File: src/rtl/alu_seq_display.sv
// alu_seq_display
//   Registered ALU with a start/done handshake, NZCV flags, a multi-cycle
//   shift-add unsigned multiply and a multiplexed 7-segment hex display of
//   the last completed result.
//
// Ports
//   clk       rising-edge clock
//   rst_n     asynchronous active-low reset
//   start     operation request, sampled only while idle
//   a, b      operands (WIDTH bits)
//   op        operation select (3 bits)
//   busy      high while an operation is in flight
//   done      one-cycle pulse when result/flags update
//   result    registered result
//   zero, c_out, overflow, negative   flags, updated together with result
//   seg       active-low {dp,g,f,e,d,c,b,a}, dp always off
//   an        active-low one-hot digit enable
module alu_seq_display #(
  parameter int WIDTH    = 8,
  parameter int DIGITS   = 2,
  parameter int SCAN_DIV = 50000
) (
  input  logic              clk,
  input  logic              rst_n,
  input  logic              start,
  input  logic [WIDTH-1:0]  a,
  input  logic [WIDTH-1:0]  b,
  input  logic [2:0]        op,
  output logic              busy,
  output logic              done,
  output logic [WIDTH-1:0]  result,
  output logic              zero,
  output logic              c_out,
  output logic              overflow,
  output logic              negative,
  output logic [7:0]        seg,
  output logic [DIGITS-1:0] an
);

  localparam int CW = $clog2(WIDTH + 1);
  localparam int SW = (SCAN_DIV > 1) ? $clog2(SCAN_DIV) : 1;
  localparam int IW = (DIGITS > 1) ? $clog2(DIGITS) : 1;

  localparam logic [2:0] OP_ADD = 3'b000;
  localparam logic [2:0] OP_SUB = 3'b001;
  localparam logic [2:0] OP_AND = 3'b010;
  localparam logic [2:0] OP_OR  = 3'b011;
  localparam logic [2:0] OP_XOR = 3'b100;
  localparam logic [2:0] OP_SHL = 3'b101;
  localparam logic [2:0] OP_SHR = 3'b110;
  localparam logic [2:0] OP_MUL = 3'b111;

  typedef enum logic [1:0] {IDLE, EXEC, MUL} state_t;

  state_t               state_reg, state_next;
  logic [WIDTH-1:0]     a_reg, a_next;
  logic [WIDTH-1:0]     b_reg, b_next;
  logic [2:0]           op_reg, op_next;
  logic [CW-1:0]        count_reg, count_next;
  logic [2*WIDTH-1:0]   acc_reg, acc_next;
  logic [WIDTH-1:0]     result_reg, result_next;
  logic                 zero_reg, zero_next;
  logic                 c_reg, c_next;
  logic                 v_reg, v_next;
  logic                 n_reg, n_next;
  logic                 done_reg, done_next;

  // ---------------- single-cycle ALU on the latched operands ----------------
  logic [WIDTH:0]   sum_w, diff_w;
  logic [WIDTH-1:0] alu_r;
  logic             alu_c, alu_v;

  always_comb begin
    sum_w  = {1'b0, a_reg} + {1'b0, b_reg};
    diff_w = {1'b0, a_reg} + {1'b0, ~b_reg} + {{WIDTH{1'b0}}, 1'b1};
    alu_r  = '0;
    alu_c  = 1'b0;
    alu_v  = 1'b0;
    case (op_reg)
      OP_ADD: begin
        {alu_c, alu_r} = sum_w;
        alu_v = (a_reg[WIDTH-1] == b_reg[WIDTH-1]) &&
                (sum_w[WIDTH-1] != a_reg[WIDTH-1]);
      end
      OP_SUB: begin
        // Carry set means no borrow.
        {alu_c, alu_r} = diff_w;
        alu_v = (a_reg[WIDTH-1] != b_reg[WIDTH-1]) &&
                (diff_w[WIDTH-1] != a_reg[WIDTH-1]);
      end
      OP_AND: alu_r = a_reg & b_reg;
      OP_OR:  alu_r = a_reg | b_reg;
      OP_XOR: alu_r = a_reg ^ b_reg;
      OP_SHL: begin
        alu_r = {a_reg[WIDTH-2:0], 1'b0};
        alu_c = a_reg[WIDTH-1];
        alu_v = a_reg[WIDTH-1] ^ a_reg[WIDTH-2];
      end
      OP_SHR: begin
        alu_r = {1'b0, a_reg[WIDTH-1:1]};
        alu_c = a_reg[0];
      end
      default: alu_r = '0;
    endcase
  end

  // ---------------- shift-add multiply step ----------------
  logic [2*WIDTH-1:0] a_wide, mul_addend;
  logic [WIDTH-1:0]   b_shift;

  always_comb begin
    a_wide     = {{WIDTH{1'b0}}, a_reg};
    mul_addend = a_wide << count_reg;
    // Shift instead of indexing so count_reg may be one bit wider than an index.
    b_shift    = b_reg >> count_reg;
  end

  // ---------------- FSM: state register ----------------
  always_ff @(posedge clk or negedge rst_n) begin
    if (!rst_n) begin
      state_reg  <= IDLE;
      a_reg      <= '0;
      b_reg      <= '0;
      op_reg     <= '0;
      count_reg  <= '0;
      acc_reg    <= '0;
      result_reg <= '0;
      zero_reg   <= 1'b0;
      c_reg      <= 1'b0;
      v_reg      <= 1'b0;
      n_reg      <= 1'b0;
      done_reg   <= 1'b0;
    end else begin
      state_reg  <= state_next;
      a_reg      <= a_next;
      b_reg      <= b_next;
      op_reg     <= op_next;
      count_reg  <= count_next;
      acc_reg    <= acc_next;
      result_reg <= result_next;
      zero_reg   <= zero_next;
      c_reg      <= c_next;
      v_reg      <= v_next;
      n_reg      <= n_next;
      done_reg   <= done_next;
    end
  end

  // ---------------- FSM: next state and datapath ----------------
  always_comb begin
    state_next  = state_reg;
    a_next      = a_reg;
    b_next      = b_reg;
    op_next     = op_reg;
    count_next  = count_reg;
    acc_next    = acc_reg;
    result_next = result_reg;
    zero_next   = zero_reg;
    c_next      = c_reg;
    v_next      = v_reg;
    n_next      = n_reg;
    done_next   = 1'b0;
    case (state_reg)
      IDLE: begin
        if (start) begin
          a_next     = a;
          b_next     = b;
          op_next    = op;
          count_next = '0;
          acc_next   = '0;
          state_next = (op == OP_MUL) ? MUL : EXEC;
        end
      end
      EXEC: begin
        result_next = alu_r;
        c_next      = alu_c;
        v_next      = alu_v;
        zero_next   = (alu_r == '0);
        n_next      = alu_r[WIDTH-1];
        done_next   = 1'b1;
        state_next  = IDLE;
      end
      MUL: begin
        if (count_reg == CW'(WIDTH)) begin
          // All WIDTH partial products accumulated; publish.
          result_next = acc_reg[WIDTH-1:0];
          c_next      = |acc_reg[2*WIDTH-1:WIDTH];
          v_next      = |acc_reg[2*WIDTH-1:WIDTH];
          zero_next   = (acc_reg[WIDTH-1:0] == '0);
          n_next      = acc_reg[WIDTH-1];
          done_next   = 1'b1;
          state_next  = IDLE;
        end else begin
          if (b_shift[0]) acc_next = acc_reg + mul_addend;
          count_next = count_reg + CW'(1);
        end
      end
      default: state_next = IDLE;
    endcase
  end

  assign busy     = (state_reg != IDLE);
  assign done     = done_reg;
  assign result   = result_reg;
  assign zero     = zero_reg;
  assign c_out    = c_reg;
  assign overflow = v_reg;
  assign negative = n_reg;

  // ---------------- display scan ----------------
  logic [SW-1:0] scan_reg;
  logic [IW-1:0] digit_reg;

  always_ff @(posedge clk or negedge rst_n) begin
    if (!rst_n) begin
      scan_reg  <= '0;
      digit_reg <= '0;
    end else if (scan_reg == SW'(SCAN_DIV - 1)) begin
      scan_reg  <= '0;
      digit_reg <= (digit_reg == IW'(DIGITS - 1)) ? '0 : digit_reg + IW'(1);
    end else begin
      scan_reg <= scan_reg + SW'(1);
    end
  end

  // Result zero-padded out to a whole number of nibbles.
  logic [DIGITS*4-1:0] padded;
  for (genvar gi = 0; gi < DIGITS * 4; gi++) begin : g_pad
    if (gi < WIDTH) begin : g_bit
      assign padded[gi] = result_reg[gi];
    end else begin : g_zero
      assign padded[gi] = 1'b0;
    end
  end

  logic [3:0] nibble;
  always_comb begin
    nibble = padded[digit_reg*4 +: 4];
    an     = ~(DIGITS'(1) << digit_reg);
    case (nibble)
      4'h0: seg = 8'hC0;
      4'h1: seg = 8'hF9;
      4'h2: seg = 8'hA4;
      4'h3: seg = 8'hB0;
      4'h4: seg = 8'h99;
      4'h5: seg = 8'h92;
      4'h6: seg = 8'h82;
      4'h7: seg = 8'hF8;
      4'h8: seg = 8'h80;
      4'h9: seg = 8'h90;
      4'hA: seg = 8'h88;
      4'hB: seg = 8'h83;
      4'hC: seg = 8'hC6;
      4'hD: seg = 8'hA1;
      4'hE: seg = 8'h86;
      default: seg = 8'h8E;
    endcase
  end

endmodule
File: config.mk
export PLATFORM = sky130hd
export DESIGN_NAME = alu_seq_display
export DESIGN_NICKNAME = d
export VERILOG_FILES = /design/src/rtl/alu_seq_display.sv
export SDC_FILE = /design/constraint.sdc
export NUM_CORES = 1
export LEC_CHECK = 0
export ABC_AREA = 1
export ABC_CLOCK_PERIOD_IN_PS = 5400
export CORE_ASPECT_RATIO = 1.2
export CORE_MARGIN = 1.5
export CORE_UTILIZATION = 41
export CTS_BUF_LIST = sky130_fd_sc_hd__clkbuf_8
export DETAILED_ROUTE_END_ITERATION = 6
export GPL_ROUTABILITY_DRIVEN = 0
export GPL_TIMING_DRIVEN = 0
export PLACE_DENSITY_LB_ADDON = 0.15
export SKIP_CTS_REPAIR_TIMING = 1
export SLEW_MARGIN = 40
export SYNTH_ARGS = -nofsm -noshare
export SYNTH_HDL_FRONTEND = slang
export SYNTH_SLANG_ARGS = --single-unit
export TNS_END_PERCENT = 100
File: constraint.sdc
create_clock -name clk -period 5.4 [get_ports clk]
set_input_delay 0.54 -clock clk [delete_from_list [all_inputs] [get_ports clk]]
set_output_delay 0.54 -clock clk [all_outputs]
set_load 0.02 [all_outputs]
==> flow_summary_export.csv <==
group,metric,value,unit
hold_path,hp-class,"in2async",
cts,cts_buffers,9,
synthesis,synth_edf_count,0,
outcome,status,"finished, final reports clean",
timing,finalCriticalPeriod,3450,ps
setup_path,worstSetupPathType,"reg2out",
timing,max_slew_margin,0.517,
synthesis,syn-num-nets,935,
routing,drtIter0Drc,442,
global_routing,grt_pass1_vias,5477,
synthesis,ys_warn_count,0,
cts,htreeDepth,3,
global_routing,grt_use_total,0.224,
setup_path,worstPathRequired,4860,ps
synthesis,synth-compound-area-share,0.165,
routing,viasPerCell,5.27,
synthesis,ys_seq_area_frac,0.300,
setup_path,start_kind,"flip-flop",
routing,drc,0,
timing,finalHoldViolCount,0,
cells_and_area,drive_above_1_share,0.0554,
cts,cts_tree,"done",
synthesis,synth-simple-area-share,0.288,
global_routing,antenna_found_initial,0,
setup_path,arrival,2910,ps
timing,fin_crit_sh,0.640,
synthesis,synthTopCellsByArea,"dfrtp_1 30%, nand2_1 13%, ha_1 11%",
placement,place_ws,2230,ps
synthesis,syn_area_per_cell,6.79,um^2
floorplanning,start_util,0.422,
timing,fmax,290,MHz
cts,cts_buffer_depth,2,
floorplanning,die_y,134,um
timing,max_slew.worst_pin.slew,721,ps
global_routing,grt_pass1_wl,27000,um
synthesis,synthFlopType,"dfrtp_1",
cts,clock_sinks,70,
routing,routed_wl,15900,um
timing,skew,17.8,ps
pwr,power_density,462,nW/um^2
cts,clkLatencyLatePin,370,ps
cells_and_area,fin_util,0.488,
routing,ant_nets,0,
synthesis,muxShareOfSynthArea,0.00172,
routing,wl_per_cell,14.6,um
synthesis,synthArstFlopShare,1.00,
cells_and_area,layout.nets,991,
timing,maxSlewViolCount,0,
cells_and_area,num_antenna_cells,0,
synthesis,syn-cell-area,5830,um^2
synthesis,synth_fa_ha_area_frac,0.120,
timing,tns,0,ps
pwr,total_power,3110,uW
setup_path,end_kind,"output pin",
placement,io_buffers,44,
cts,clk_pin_slew,90,ps
floorplanning,io_pins,46,
cts,cts_root_buffer,"clkbuf_8",
floorplanning,dieWidth,112,um
placement,placedCellCount,1075,
synthesis,yosys.area.top_type_share,0.300,
timing,setup_viol,0,
placement,dp_hpwl,12500,um
floorplanning,rows,47,
cells_and_area,fin_cells,1091,
timing,rsz0062_at_grt,"no",
routing,first_pass_iters,5,
cells_and_area,syn2layout_area_growth,15.6,%
setup_path,crit_fanout,9,
floorplanning,die_area,15000,um^2
pwr,p_leak,0.00341,uW
global_routing,grt_max_degree,53,
floorplanning,core-area,13800,um^2
pwr,max-vdd-ir-drop,0.000320,V
synthesis,yosysTopAreaCell,"dfrtp_1",
synthesis,synth_xor_xnor_area_share,0.0180,
job,cap_violations,0,
synthesis,syn-instance-count,859,
synthesis,synth_top_family_by_area,"simple AND/OR/NAND/NOR gates",
timing,layout_setup_ws,1950,ps
routing,vias,5751,
synthesis,synth_cell_type_count,41,
synthesis,ys_seq_elements,70,
global_routing,overflow,0,
where the power goes:
group	switching, uW	total, uW	internal, uW
clock network	225	491	266
registers	113	739	626
logic	1210	1880	677
total	1540	3110	1570
area by class of cell:
| cell class | count | area (um^2) |
|---|---|---|
| fill | 1471 | 7080 |
| timing repair buffer | 45 | 469 |
| tap | 171 | 214 |
| buffer | 25 | 139 |
| inverter | 129 | 484 |
| sequential | 70 | 1750 |
| multi-input combinational | 635 | 3460 |
| clock inverter | 7 | 104 |
| clock buffer | 9 | 124 |
layer usage:
metal  global-route usage  routed length [um]  vias to the layer above
met3               0.0259                 672                       27
met5                    0                   0                        -
met2                0.364                7150                      137
li1                     -                   -                     2939
met1                0.306                7660                     2648
met4               0.0837                 436                        0
cell usage in the layout, fill, tap and decap left out, types with 13 or more instances in the layout:
master           count
a21oi_1             48
ha_1                51
inv_1              123
nor2_1              76
clkdlybuf4s50_1     43
o21ai_1             13
nand2_1            208
nor3_1              14
o21ai_0             69
o22ai_1             15
nand4_1             20
dfrtp_1             70
nand3_1             58
critical path, cell delays in order (launching register included):
cell             delay [ps]
dfrtp_1                 390
clkbuf_1                190
o21ai_0                 580
inv_1                   180
ha_1                    270
o21ai_0                 240
o221ai_1                140
clkdlybuf4s50_1         560
kinds of logic after synthesis:
logic type | Yosys count
other cells | 1
fa+ha+maj | 54
buf+inv | 154
compound gates | 173
xor+xnor | 12
mux | 1
simple gates | 394
flops | 70
cell usage after synthesis (all sizes together) (3+ instances only):
cell    number
o21bai       3
nand4       20
o21ai       84
clkbuf       7
o22ai       15
a31oi        6
o221ai       4
nor3        14
nand2      209
o21a         3
a21oi       49
ha          51
inv        128
buf         18
nand3       58
nor4         8
dfrtp       70
a22o         3
xor2        10
nor2        80
nand3b       4
fa           3
worst paths after layout:
kind | start | end | slack, ps | depth (start not counted)
setup / recovery | digit_reg | seg[0] | 1950 | 7
hold / removal | rst_n | acc_reg[15] | 9 | 1
setup reg to reg | count_reg[0] | acc_reg[11] | 2210 | 19
hold reg to reg | scan_reg[0] | scan_reg[0] | 490 | 1
max in group asynchronous | rst_n | scan_reg[12] | 4870 | 2
min in group clk | scan_reg[0] | scan_reg[0] | 490 | 1
metrics by stage:
step / instance area, um^2 / hold slack [ps]
detailed placement: 6520 / 396
global route: 6740 / 8.25
finish: 6740 / 9.27
CTS: 6740 / 1.74
global placement: 6490 / 484
floorplan: 5830 / 244
No activity file was read; power rests on OpenSTA's default activity.
